### config.mk
export PLATFORM = sky130hd
export DESIGN_NAME = key_search_ctrl
export DESIGN_NICKNAME = d
export VERILOG_FILES = /design/src/rtl/rc4_pkg.sv /design/src/rtl/trap_edge.sv /design/src/rtl/key_search_ctrl.sv
export SDC_FILE = /design/constraint.sdc
export NUM_CORES = 1
export LEC_CHECK = 0
export CORE_ASPECT_RATIO = 0.7
export CORE_MARGIN = 1
export CORE_UTILIZATION = 32
export CTS_CLUSTER_DIAMETER = 120
export CTS_CLUSTER_SIZE = 40
export DETAILED_ROUTE_END_ITERATION = 8
export SYNTH_ARGS = -nofsm -noshare
export SYNTH_HDL_FRONTEND = slang
export SYNTH_SLANG_ARGS = --single-unit
### constraint.sdc
create_clock -name clk -period 2.8 [get_ports clk]
set_input_delay 0.42 -clock clk [delete_from_list [all_inputs] [get_ports clk]]
set_output_delay 0.42 -clock clk [all_outputs]
set_load 0.05 [all_outputs]
### src/rtl/rc4_pkg.sv
// Shared types and constants for the RC4 key search slice.
// Holds the search FSM encoding and the printable-byte bounds.
package rc4_pkg;

    typedef enum logic [2:0] {
        KS_IDLE     = 3'd0,
        KS_LAUNCH   = 3'd1,
        KS_WAIT_ARC = 3'd2,
        KS_RD_ADDR  = 3'd3,
        KS_RD_WAIT  = 3'd4,
        KS_CHECK    = 3'd5,
        KS_NEXT_KEY = 3'd6,
        KS_DONE     = 3'd7
    } ks_state_t;

    localparam logic [7:0] ASCII_LO = 8'h61;
    localparam logic [7:0] ASCII_HI = 8'h7A;
    localparam logic [7:0] ASCII_SP = 8'h20;

    localparam int unsigned MSG_LEN_DEFAULT = 32;

endpackage

### src/rtl/trap_edge.sv
// Registered rising-edge detector: rise pulses for one cycle after sig
// is first sampled high following a low sample.
module trap_edge (
    input  logic clk,
    input  logic reset,
    input  logic sig,
    output logic rise
);

    logic sig_prev;

    always_ff @(posedge clk) begin
        if (!reset) begin
            sig_prev <= 1'b0;
            rise     <= 1'b0;
        end else begin
            sig_prev <= sig;
            rise     <= sig & ~sig_prev;
        end
    end

endmodule

### src/rtl/key_search_ctrl.sv
// Brute-force key search around the arcfour core: launch a key, wait for
// completion, scan the decrypted RAM for lowercase/space, advance on failure.
module key_search_ctrl
    import rc4_pkg::*;
#(
    parameter logic [21:0] KEY_MAX = 22'h3FFFFF,
    parameter int unsigned MSG_LEN = MSG_LEN_DEFAULT,
    parameter int unsigned ADDR_W  = 5
) (
    input  logic              clk,
    input  logic              reset,
    input  logic              go,
    output logic [23:0]       key,
    output logic              arc_start,
    input  logic              arc_finished,
    output logic [ADDR_W-1:0] msg_addr,
    input  logic [7:0]        msg_q,
    output logic              busy,
    output logic              found,
    output logic              exhausted,
    output logic [23:0]       found_key
);

    localparam logic [ADDR_W-1:0] LAST_ADDR = ADDR_W'(MSG_LEN - 1);

    ks_state_t   state;
    logic [21:0] key_cnt;
    logic        arc_rise;
    logic        byte_ok;

    // A level left high by the previous key never registers as a new edge.
    trap_edge u_finished_edge (
        .clk   (clk),
        .reset (reset),
        .sig   (arc_finished),
        .rise  (arc_rise)
    );

    assign key = {2'b00, key_cnt};

    always_comb begin
        byte_ok = ((msg_q >= ASCII_LO) && (msg_q <= ASCII_HI)) || (msg_q == ASCII_SP);
    end

    always_ff @(posedge clk) begin
        if (!reset) begin
            state     <= KS_IDLE;
            key_cnt   <= '0;
            arc_start <= 1'b0;
            msg_addr  <= '0;
            busy      <= 1'b0;
            found     <= 1'b0;
            exhausted <= 1'b0;
            found_key <= '0;
        end else begin
            arc_start <= 1'b0;
            case (state)
                KS_IDLE, KS_DONE: begin
                    if (go) begin
                        key_cnt   <= '0;
                        msg_addr  <= '0;
                        found     <= 1'b0;
                        exhausted <= 1'b0;
                        busy      <= 1'b1;
                        arc_start <= 1'b1;
                        state     <= KS_LAUNCH;
                    end
                end
                KS_LAUNCH: begin
                    state <= KS_WAIT_ARC;
                end
                KS_WAIT_ARC: begin
                    if (arc_rise) begin
                        msg_addr <= '0;
                        state    <= KS_RD_ADDR;
                    end
                end
                KS_RD_ADDR: begin
                    state <= KS_RD_WAIT;
                end
                KS_RD_WAIT: begin
                    state <= KS_CHECK;
                end
                KS_CHECK: begin
                    if (!byte_ok) begin
                        state <= KS_NEXT_KEY;
                    end else if (msg_addr == LAST_ADDR) begin
                        found     <= 1'b1;
                        found_key <= key;
                        busy      <= 1'b0;
                        state     <= KS_DONE;
                    end else begin
                        msg_addr <= msg_addr + ADDR_W'(1);
                        state    <= KS_RD_ADDR;
                    end
                end
                KS_NEXT_KEY: begin
                    if (key_cnt == KEY_MAX) begin
                        exhausted <= 1'b1;
                        busy      <= 1'b0;
                        state     <= KS_DONE;
                    end else begin
                        key_cnt   <= key_cnt + 22'd1;
                        arc_start <= 1'b1;
                        state     <= KS_LAUNCH;
                    end
                end
                default: begin
                    state <= KS_IDLE;
                end
            endcase
        end
    end

endmodule

==> reports/summary.txt, run 1 <==
Total track usage = 16.0%
Worst setup SP type = flop
Slew Limit Fails = 0
Via density = 5.09
Share of layout cells above drive strength 1 = 7.14%
Top-count cell post-synth = dfxtp_1
Final Skew = 0.00409 ns
Area growth syn-to-layout = 38.0%
Root Buffer Master = clkbuf_16
Drt drc = 0
Hold_sp = u_finished_edge.sig_prev
Yosys cell types = 51
Post-synthesis sequential area ratio = 42.5%
EDFF count, synth = 0
Largest net degree at the start of global routing = 30
Via count = 2439
Hpwl dp = 4800 um
# fillers = 780
CTS max path bufs = 2
Max incr delay on CP = 0.50 ns
Die height = 79.3 um
Hold Vio Cnt, Final = 0
Top-area cell type share of the netlist area = 42.5%
Cells after DPL = 463
TNS Setup = 0 ns
CP bufs+invs = 0
Post-DRT Antenna Nets = 0
Avg WL per Cell = 14.0 um
IO Port Bufs = 64
Synth top cells by count = 58 x dfxtp_1, 37 x nor2_1, 23 x mux2i_1
Total die area = 8910 um^2
Worst hold slack = 0.382 ns
Yosys reg bits = 58
First-pass GRT wire length = 11100 um
Worst path top cell family by delay = simple AND/OR/NAND/NOR gates
Register area = 1160 um^2
Finished Layout Cells = 479
Cell taking the most area after synthesis = dfxtp_1
Reg2reg start = key_cnt[1]
M3 GR Usage = 5.27%
Die width = 112 um
HP Class = reg -> reg
PostCTS Resize Cnt = 0
Post-Route WL = 6720 um
Fin crit period = 2.32 ns
Critical Path AT = 2.53 ns
Relative slew slack = 65.3%
Initial antenna violation count = 0
Place WS = 0.315 ns
Peak Freq = 0.432 GHz
Remaining global-route overflow = 0
Lkg Pwr = 1.30 nW
Least-Margin Pin Slew = 0.521 ns
Number of global-route vias before repair = 2231
Clock sink count = 58
Syn_area_per_cell = 8.89 um^2
Mapped Area = 2730 um^2
Yosys warns = 0
Max_cap viols = 0
Critical path startpoint = key_cnt[1]
Met2 usage = 23.2%
Ys flop type = dfxtp_1
Synth Instances = 307
Drt pass-1 iters = 4
CTS clk-pin slew, worst paths = 0.05 ns
Worst EP required = 3.01 ns
Outcome = complete, no violations
Multi-input logic area = 1440 um^2
Part of the cycle the worst path needs = 82.7%
Largest cells by area after synthesis = dfxtp_1 43%, mux2i_1 8.4%, nor2_1 5.1%
# H-tree levels = 3
Pwr Density = 590 nW/um^2
Ports = 69
Top Usage Layer GRT = met2
Antenna cells = 0
CORE AREA = 8070 um^2
Met1 Track Usage GR = 22.1%
Crit. End Element = flop
VDD IR max = 0.251 mV
TritonCTS buffer count = 9
Starting Density = 33.8%
Crit path max-delay cell type = o21ai_0
Post-layout util = 46.6%
Final setup vio count = 0
Clock latency on the worst-skew pair = 0.33 ns
Iteration-0 DRC Markers = 242
RSZ-0062 raised after global routing = false
Gpl congestion = 0.843
Crit Path Max Fanout = 8
CTS tree = built
Ys async rst share = 0%
Nets = 388
Worst Setup Slack, final = 0.483 ns
Num rows = 27
Hold_buf cts = 0
Crit Path Category = reg -> reg
Post-CTS Setup Inserts = 0
Crit-path cells = ha_1, and4_1, nand4_1, o21ai_0, xor2_1, nor2_1
[state kept, by name, summed over array words and instances, names as in the netlist]
signal / count
arc_start: 1
state: 3
exhausted: 1
found: 1
key_cnt: 22
u_finished_edge.rise: 1
busy: 1
found_key: 22
u_finished_edge.sig_prev: 1
msg_addr: 5
[metrics by stage]
| stage | power, mW | instance area [um^2] |
|---|---|---|
| 2_1_floorplan | 1.02 | 2740 |
| 3_3_place_gp | 1.07 | 3440 |
| 3_5_place_dp | 1.07 | 3440 |
| 4_1_cts | 2.25 | 3760 |
| 5_1_grt | 2.30 | 3760 |
| 6_report | 2.22 | 3760 |
[cell families (layout without fill, tap and decap cells)]
logic type	count (synthesis)	in the layout	share of synthesized area, %
simple gates	132	132	25.9
compound gates	58	58	13.8
flops	58	58	42.5
buf+inv	24	92	5.23
mux	23	23	8.44
xor+xnor	8	8	2.57
fa+ha+maj	3	3	1.38
other cells	1	4	0.137
[power breakdown]
| group | internal [mW] | switching [mW] |
|---|---|---|
| logic | 0.0669 | 0.115 |
| registers | 0.842 | 0.0276 |
| clock network | 0.799 | 0.372 |
| total | 1.71 | 0.514 |
[worst reg2reg max path, stage by stage, from the launching register on]
cell     delay, ns
dfxtp_1       0.48
ha_1          0.29
and4_1        0.34
nand4_1       0.34
o21ai_0       0.50
xor2_1        0.21
nor2_1        0.05
[final timing paths]
check,endpoint,slack [ns],cells after the start
worst max-delay path,key_cnt[5],0.48,6
worst min-delay path,u_finished_edge.rise,0.38,1
worst max register to register,key_cnt[5],0.48,6
worst min register to register,u_finished_edge.rise,0.38,1
[placed cells by master, fill, tap and decap left out, types with 2 or more instances in the layout]
cell type / synthesis / routed
conb_1: 1 / 4
buf_4: 4 / 5
a211oi_1: 3 / 3
o211ai_1: 7 / 7
and3_1: 5 / 5
nor2b_1: 3 / 3
and4_1: 7 / 7
clkdlybuf4s50_1: 0 / 64
or3_1: 6 / 6
o22ai_1: 2 / 2
xnor2_1: 3 / 3
nand4_1: 6 / 6
ha_1: 3 / 3
nor3_1: 9 / 9
a31oi_1: 3 / 3
a21oi_1: 12 / 12
clkbuf_16: 0 / 9
inv_1: 6 / 6
nor4_1: 2 / 2
and2_1: 5 / 5
clkinv_2: 0 / 2
nand2_1: 22 / 22
o31ai_1: 3 / 3
xor2_1: 5 / 5
nor4_2: 2 / 2
mux2i_1: 23 / 23
dfxtp_1: 58 / 58
or4_1: 5 / 5
nor2_1: 37 / 37
nand3_1: 15 / 15
bufinv_16: 0 / 2
o21ai_0: 15 / 15
nand2b_1: 4 / 4
[per-layer routing]
layer  vias up  wire [um]  share of wire, %
li1       1243          -                 -
met4         0         84               1.3
met3         9        403               6.0
met2        79       2790                41
met1      1108       3440                51
met5         -          0                 0
[final cells by class]
type | instances | share of cell area (%)
well taps | 101 | 3.36
multi-input cells | 228 | 38.2
flip-flops and latches | 58 | 30.8
inverters | 6 | 0.598
clock inverters | 5 | 2.06
repair buffers | 70 | 18.5
clock buffers | 11 | 6.45
Power figures use the tool's default switching activity.
==> run 2: changes to the inputs <==
==> constraint.sdc (replaced) <==
create_clock -name clk -period 2.2 [get_ports clk]
set_input_delay 0.33 -clock clk [delete_from_list [all_inputs] [get_ports clk]]
set_output_delay 0.33 -clock clk [all_outputs]
set_load 0.05 [all_outputs]
==> run 2 against run 1 <==
Compared with the run above: final cell count increased by 2.7%; critical path depth increased by 1; non-clock buffer count rose by 13; critical endpoint is now key_cnt[3]; largest cell class unchanged; highest routed layer unchanged.
==> reports/summary.txt, run 2 (synthesized netlist as in run 1, its figures left out) <==
Pwr Density = 712 nW/um^2 (+21%)
Multi-input logic area = 1440 um^2 (+0.52%)
CTS max path bufs = 2 (unchanged)
Area growth syn-to-layout = 41.4%
HP Class = reg -> reg
Ports = 69 (unchanged)
Clock sink count = 58 (unchanged)
Initial antenna violation count = 0 (unchanged)
Outcome = complete, no violations
Total track usage = 16.8% (+0.81 points)
CTS tree = built
VDD IR max = 0.263 mV (+4.8%)
# H-tree levels = 3 (unchanged)
CORE AREA = 8070 um^2 (unchanged)
Hpwl dp = 4950 um (+3.1%)
Gpl congestion = 0.844 (+0.13%)
Top Registers = found_key: 22 flops, key_cnt: 22 flops, msg_addr: 5 flops
Drt pass-1 iters = 4 (unchanged)
Lkg Pwr = 1.36 nW (+5.0%)
Iteration-0 DRC Markers = 164 (-32%)
Hold Vio Cnt, Final = 0 (unchanged)
Starting Density = 33.8% (unchanged)
Least-Margin Pin Slew = 0.513 ns (-0.00778 ns)
Peak Freq = 0.480 GHz (+11%)
Cells after DPL = 476 (+2.8%)
Part of the cycle the worst path needs = 94.7% (+12 points)
Finished Layout Cells = 492 (+2.7%)
Clock latency on the worst-skew pair = 0.33 ns (about the same)
Post-layout util = 47.8% (+1.2 points)
Hold_buf cts = 0 (unchanged)
Post-CTS Setup Inserts = 0 (unchanged)
Relative slew slack = 65.7% (+0.41 points)
Hold_sp = u_finished_edge.sig_prev
TritonCTS buffer count = 9 (unchanged)
First-pass GRT wire length = 11500 um (+3.8%)
Critical path startpoint = key_cnt[0]
Total Power = 2.75 mW (+24%)
RSZ-0062 raised after global routing = false
CTS clk-pin slew, worst paths = 0.05 ns (about the same)
Worst EP required = 2.47 ns (-0.54 ns)
Final Skew = 0.00664 ns (+0.00256 ns)
Commonest non-fill, non-tap cells in the layout = 64 x clkdlybuf4s50_1, 54 x dfxtp_1, 36 x nor2_1
Register area = 1170 um^2 (+0.43%)
TNS Setup = 0 ns (unchanged)
Max incr delay on CP = 0.46 ns (-0.04 ns)
Remaining global-route overflow = 0 (unchanged)
Drt drc = 0 (unchanged)
Crit-path cells = ha_1, and4_1, nand4_1, o21ai_1, buf_4, or4_1, nand2_1
Nets = 401 (+3.4%)
Post-DRT Antenna Nets = 0 (unchanged)
Crit. End Element = flop
Reg2reg start = key_cnt[0]
IO Port Bufs = 64 (unchanged)
Crit Path Category = reg -> reg
Antenna cells = 0 (unchanged)
Via density = 5.07 (-0.53%)
Largest net degree at the start of global routing = 30 (unchanged)
# fillers = 786 (+0.77%)
Die height = 79.3 um (unchanged)
Share of layout cells above drive strength 1 = 12.0% (+4.9 points)
Total die area = 8910 um^2 (unchanged)
Slew Limit Fails = 0 (unchanged)
Post-Route WL = 6920 um (+3.0%)
Number of global-route vias before repair = 2290 (+2.6%)
Fin crit period = 2.08 ns (-0.234 ns)
Crit Path Max Fanout = 13 (+5)
Root Buffer Master = clkbuf_16
Final setup vio count = 0 (unchanged)
Worst setup SP type = flop
Avg WL per Cell = 14.1 um (+0.29%)
PostCTS Resize Cnt = 0 (unchanged)
Die width = 112 um (unchanged)
Crit path max-delay cell type = or4_1
Max_cap viols = 0 (unchanged)
Via count = 2492 (+2.2%)
Worst hold slack = 0.385 ns (+0.00260 ns)
Commonest non-fill, non-tap cell in the layout = clkdlybuf4s50_1
Num rows = 27 (unchanged)
Critical Path AT = 2.35 ns (-0.18 ns)
==> run 2: where the power goes <==
| group | total, mW | switching (mW) | internal [mW] |
|---|---|---|---|
| Sequential | 1.11 | 0.0352 | 1.07 |
| Clock | 1.40 | 0.470 | 0.929 |
| Combinational | 0.242 | 0.150 | 0.0911 |
==> run 2: final timing paths <==
kind	endpoint	cells past startpoint	slack [ns]
hold reg to reg	u_finished_edge.rise	1	0.38
setup reg to reg	key_cnt[3]	7	0.12
hold / removal	u_finished_edge.rise	1	0.38
setup / recovery	key_cnt[3]	7	0.12
==> run 2: layout make-up <==
class / count / share of cell area (%)
clock inverter: 5 / 1.36
inverter: 6 / 0.583
clock buffer: 11 / 6.55
sequential: 58 / 30.2
tap: 101 / 3.27
multi-input combinational: 228 / 37.4
timing repair buffer: 83 / 20.6
==> run 2: worst max-delay path, delay by kind of cell, from the launching register on <==
family | cells | cell delay, ns
and+or+nand+nor | 4 | 1.11
DFF | 1 | 0.37
adders and majority gates | 1 | 0.25
buffers and inverters | 1 | 0.19
AOI/OAI and AO/OA | 1 | 0.10
==> run 2: metrics by stage <==
stage | area (um^2) | setup slack [ns]
after floorplan | 2750 | 0.0614
after global placement | 3550 | -0.152
after detailed placement | 3550 | -0.227
after CTS | 3850 | 0.127
after global routing | 3860 | 0.0152
final | 3860 | 0.117
==> run 2: per-layer routing <==
| layer | vias up | GRT usage [%] | routed length (um) |
|---|---|---|---|
| met3 | 10 | 5.11 | 349 |
| met5 | - | 0 | 0 |
| met1 | 1143 | 22.8 | 3680 |
| met2 | 62 | 24.4 | 2760 |
| met4 | 0 | 7.60 | 122 |
| li1 | 1277 | - | - |
==> run 3: changes to the inputs <==
--- a/config.mk
+++ b/config.mk
@@ -5,12 +5,14 @@
 export SDC_FILE = /design/constraint.sdc
 export NUM_CORES = 1
 export LEC_CHECK = 0
+export ABC_CLOCK_PERIOD_IN_PS = 2200
 export CORE_ASPECT_RATIO = 0.7
-export CORE_MARGIN = 1
+export CORE_MARGIN = 5
 export CORE_UTILIZATION = 32
 export CTS_CLUSTER_DIAMETER = 120
 export CTS_CLUSTER_SIZE = 40
 export DETAILED_ROUTE_END_ITERATION = 8
 export SYNTH_ARGS = -nofsm -noshare
 export SYNTH_HDL_FRONTEND = slang
+export SYNTH_HIERARCHICAL = 1
 export SYNTH_SLANG_ARGS = --single-unit
==> run 3 against run 2 <==
Compared with the run above: flip-flop and latch count did not move; critical path depth stayed put; via count up 9.8%; setup slack worse by 0.018 ns; final area rose by 7.1%; combinational power is essentially flat; first-iteration DRC count grew 27%; clock power down 3%; wire length up 12%; total power fell by 2.9%; critical path type unchanged.
==> reports/summary.txt, run 3 <==
Yosys cell types = 44 (-14%)
CTS max path bufs = 2 (unchanged)
Max_cap viols = 0 (unchanged)
Post-layout util = 48.2% (+0.36 points)
Reg2Reg Setup Slack = 0.1 ns (-0.02 ns)
Post-Route WL = 7780 um (+12%)
Outcome = complete, no violations
Starting Density = 33.4% (-0.37 points)
Peak Freq = 0.476 GHz (-0.87%)
EDFF count, synth = 0 (unchanged)
Post-synthesis sequential area ratio = 40.5% (-2.1 points)
Post-CTS Setup Inserts = 0 (unchanged)
Relative slew slack = 58.0% (-7.7 points)
Pwr Density = 646 nW/um^2 (-9.3%)
Slew Limit Fails = 0 (unchanged)
Nets = 432 (+7.7%)
Hold Vio Cnt, Final = 0 (unchanged)
Critical Path AT = 2.36 ns (about the same)
HP Class = reg -> reg
Worst hold slack = 0.452 ns (+0.0676 ns)
Final Skew = 0.00822 ns (+0.00157 ns)
Syn_area_per_cell = 8.75 um^2 (-1.6%)
Clock sink count = 58 (unchanged)
Area growth syn-to-layout = 44.1%
PostCTS Resize Cnt = 0 (unchanged)
Worst r2r path cells = 7 (unchanged)
Num rows = 28 (+3.7%)
CTS tree = built
Top-count cell post-synth = dfxtp_1
Crit Path Max Fanout = 4 (-9)
Avg WL per Cell = 14.4 um (+2.1%)
Number of global-route vias before repair = 2571 (+12%)
TritonCTS buffer count = 9 (unchanged)
First-pass GRT wire length = 12600 um (+9.4%)
Part of the cycle the worst path needs = 95.5% (+0.83 points)
# fillers = 808 (+2.8%)
Share of layout cells above drive strength 1 = 15.4% (+3.4 points)
Remaining global-route overflow = 0 (unchanged)
Worst EP required = 2.45 ns (-0.02 ns)
Yosys reg bits = 58 (unchanged)
VDD IR max = 0.492 mV (+87%)
Top-area cell type share of the netlist area = 40.5% (-2.1 points)
Gpl congestion = 0.846 (+0.23%)
WHS Path Cells = 2 (+1)
CTS clk-pin slew, worst paths = 0.05 ns (about the same)
Hpwl dp = 5670 um (+15%)
Commonest non-fill, non-tap cells in the layout = 64 x clkdlybuf4s50_1, 55 x dfxtp_1, 40 x nand2_1
Iteration-0 DRC Markers = 208 (+27%)
Largest cells by area after synthesis = dfxtp_1 40%, mux2i_1 10%, nand2_1 5.2%
Die height = 89.2 um (+13%)
Initial antenna violation count = 0 (unchanged)
Via density = 5.05 (-0.34%)
Least-Margin Pin Slew = 0.630 ns (+0.117 ns)
Reg2reg start = msg_addr[1]
Root Buffer Master = clkbuf_16
Post-DRT Antenna Nets = 0 (unchanged)
RSZ-0062 raised after global routing = false
Drt drc = 0 (unchanged)
Worst setup SP type = flop
Synth Instances = 328 (+6.8%)
Ports = 69 (unchanged)
Crit Path Category = reg -> reg
Clock latency on the worst-skew pair = 0.33 ns (about the same)
Hold_buf cts = 0 (unchanged)
Die width = 123 um (+9.6%)
Multi-input logic area = 1570 um^2 (+8.5%)
Total die area = 11000 um^2 (+23%)
IO Port Bufs = 64 (unchanged)
Drt pass-1 iters = 4 (unchanged)
Lkg Pwr = 1.46 nW (+7.1%)
Ys async rst share = 0% (unchanged)
Synth top cells by count = 58 x dfxtp_1, 40 x nand2_1, 35 x nor2_1
Via count = 2736 (+9.8%)
Total track usage = 14.6% (-2.2 points)
Hold_sp = exhausted
Mapped Area = 2870 um^2 (+5.1%)
Cell taking the most area after synthesis = dfxtp_1
Top Registers = found_key: 22 flops, key_cnt: 22 flops, msg_addr: 5 flops
# H-tree levels = 3 (unchanged)
Largest net degree at the start of global routing = 29 (-3.3%)
Commonest non-fill, non-tap cell in the layout = clkdlybuf4s50_1
CORE AREA = 8580 um^2 (+6.3%)
Yosys warns = 6 (+6)
Fin crit period = 2.10 ns (+0.0182 ns)
Register area = 1160 um^2 (-0.11%)
Ys flop type = dfxtp_1
Worst Hold Path EP = exhausted
R2R Path End = msg_addr[0]
Antenna cells = 0 (unchanged)
Crit. End Element = flop
Final setup vio count = 0 (unchanged)
## run 3: kinds of logic after synthesis
group	synth area share [%]
flip-flops	40.5
multiplexers	10.5
buffers and inverters	5.80
other	0.131
adder cells (fa/ha/maj)	1.31
AND/OR/NAND/NOR	23.9
AO/OA/AOI/OAI	17.9
## run 3: layer usage
layer	track usage (%)	wire (um)
met3	5.12	539
met5	0	0
met2	20.9	3260
met4	4.52	86
met1	20.7	3900
## run 3: cell type report
class	count	area share, %
Clock buffer	10	5.54
Clock inverter	6	1.39
Inverter	10	0.908
Multi-Input combinational cell	239	37.9
Sequential cell	58	28.2
Tap cell	120	3.63
Timing Repair Buffer	99	22.5
## run 3: power breakdown
part	total, mW	internal [mW]	switching [mW]
Sequential	1.07	1.06	0.0100
Clock	1.36	0.867	0.489
Combinational	0.240	0.0944	0.145
## run 3: stage by stage
step	setup TNS [ns]	area (um^2)	total power [mW]	setup slack, ns	cells
after floorplan	0	2880	1.25	0.000548	331
after global placement	-2.60	3830	1.33	-0.118	526
after detailed placement	-3.93	3830	1.33	-0.170	526
after CTS	0	4120	2.69	0.107	542
after global routing	0	4130	2.76	0.0118	542
final	0	4130	2.67	0.0992	542
## run 3: how the worst max path moves through the flow
stage                      startpoint            end  slack, ns
after floorplan           msg_addr[1]   found_key[3]     0.0005
after global routing       key_cnt[0]    key_cnt[17]       0.01
final                     msg_addr[1]    msg_addr[0]        0.1
after global placement       msg_q[2]    msg_addr[0]      -0.12
after detailed placement     msg_q[2]  found_key[18]      -0.17
after CTS                  key_cnt[0]    key_cnt[11]       0.11
## run 3: worst max-delay path, stage by stage (launching register included)
cell and delay (ns):
dfxtp_1 0.34, ha_1 0.20, and3_1 0.18, ha_1 0.21
nor2_1 0.08, or4b_4 0.50, a21boi_2 0.28, mux2i_1 0.22
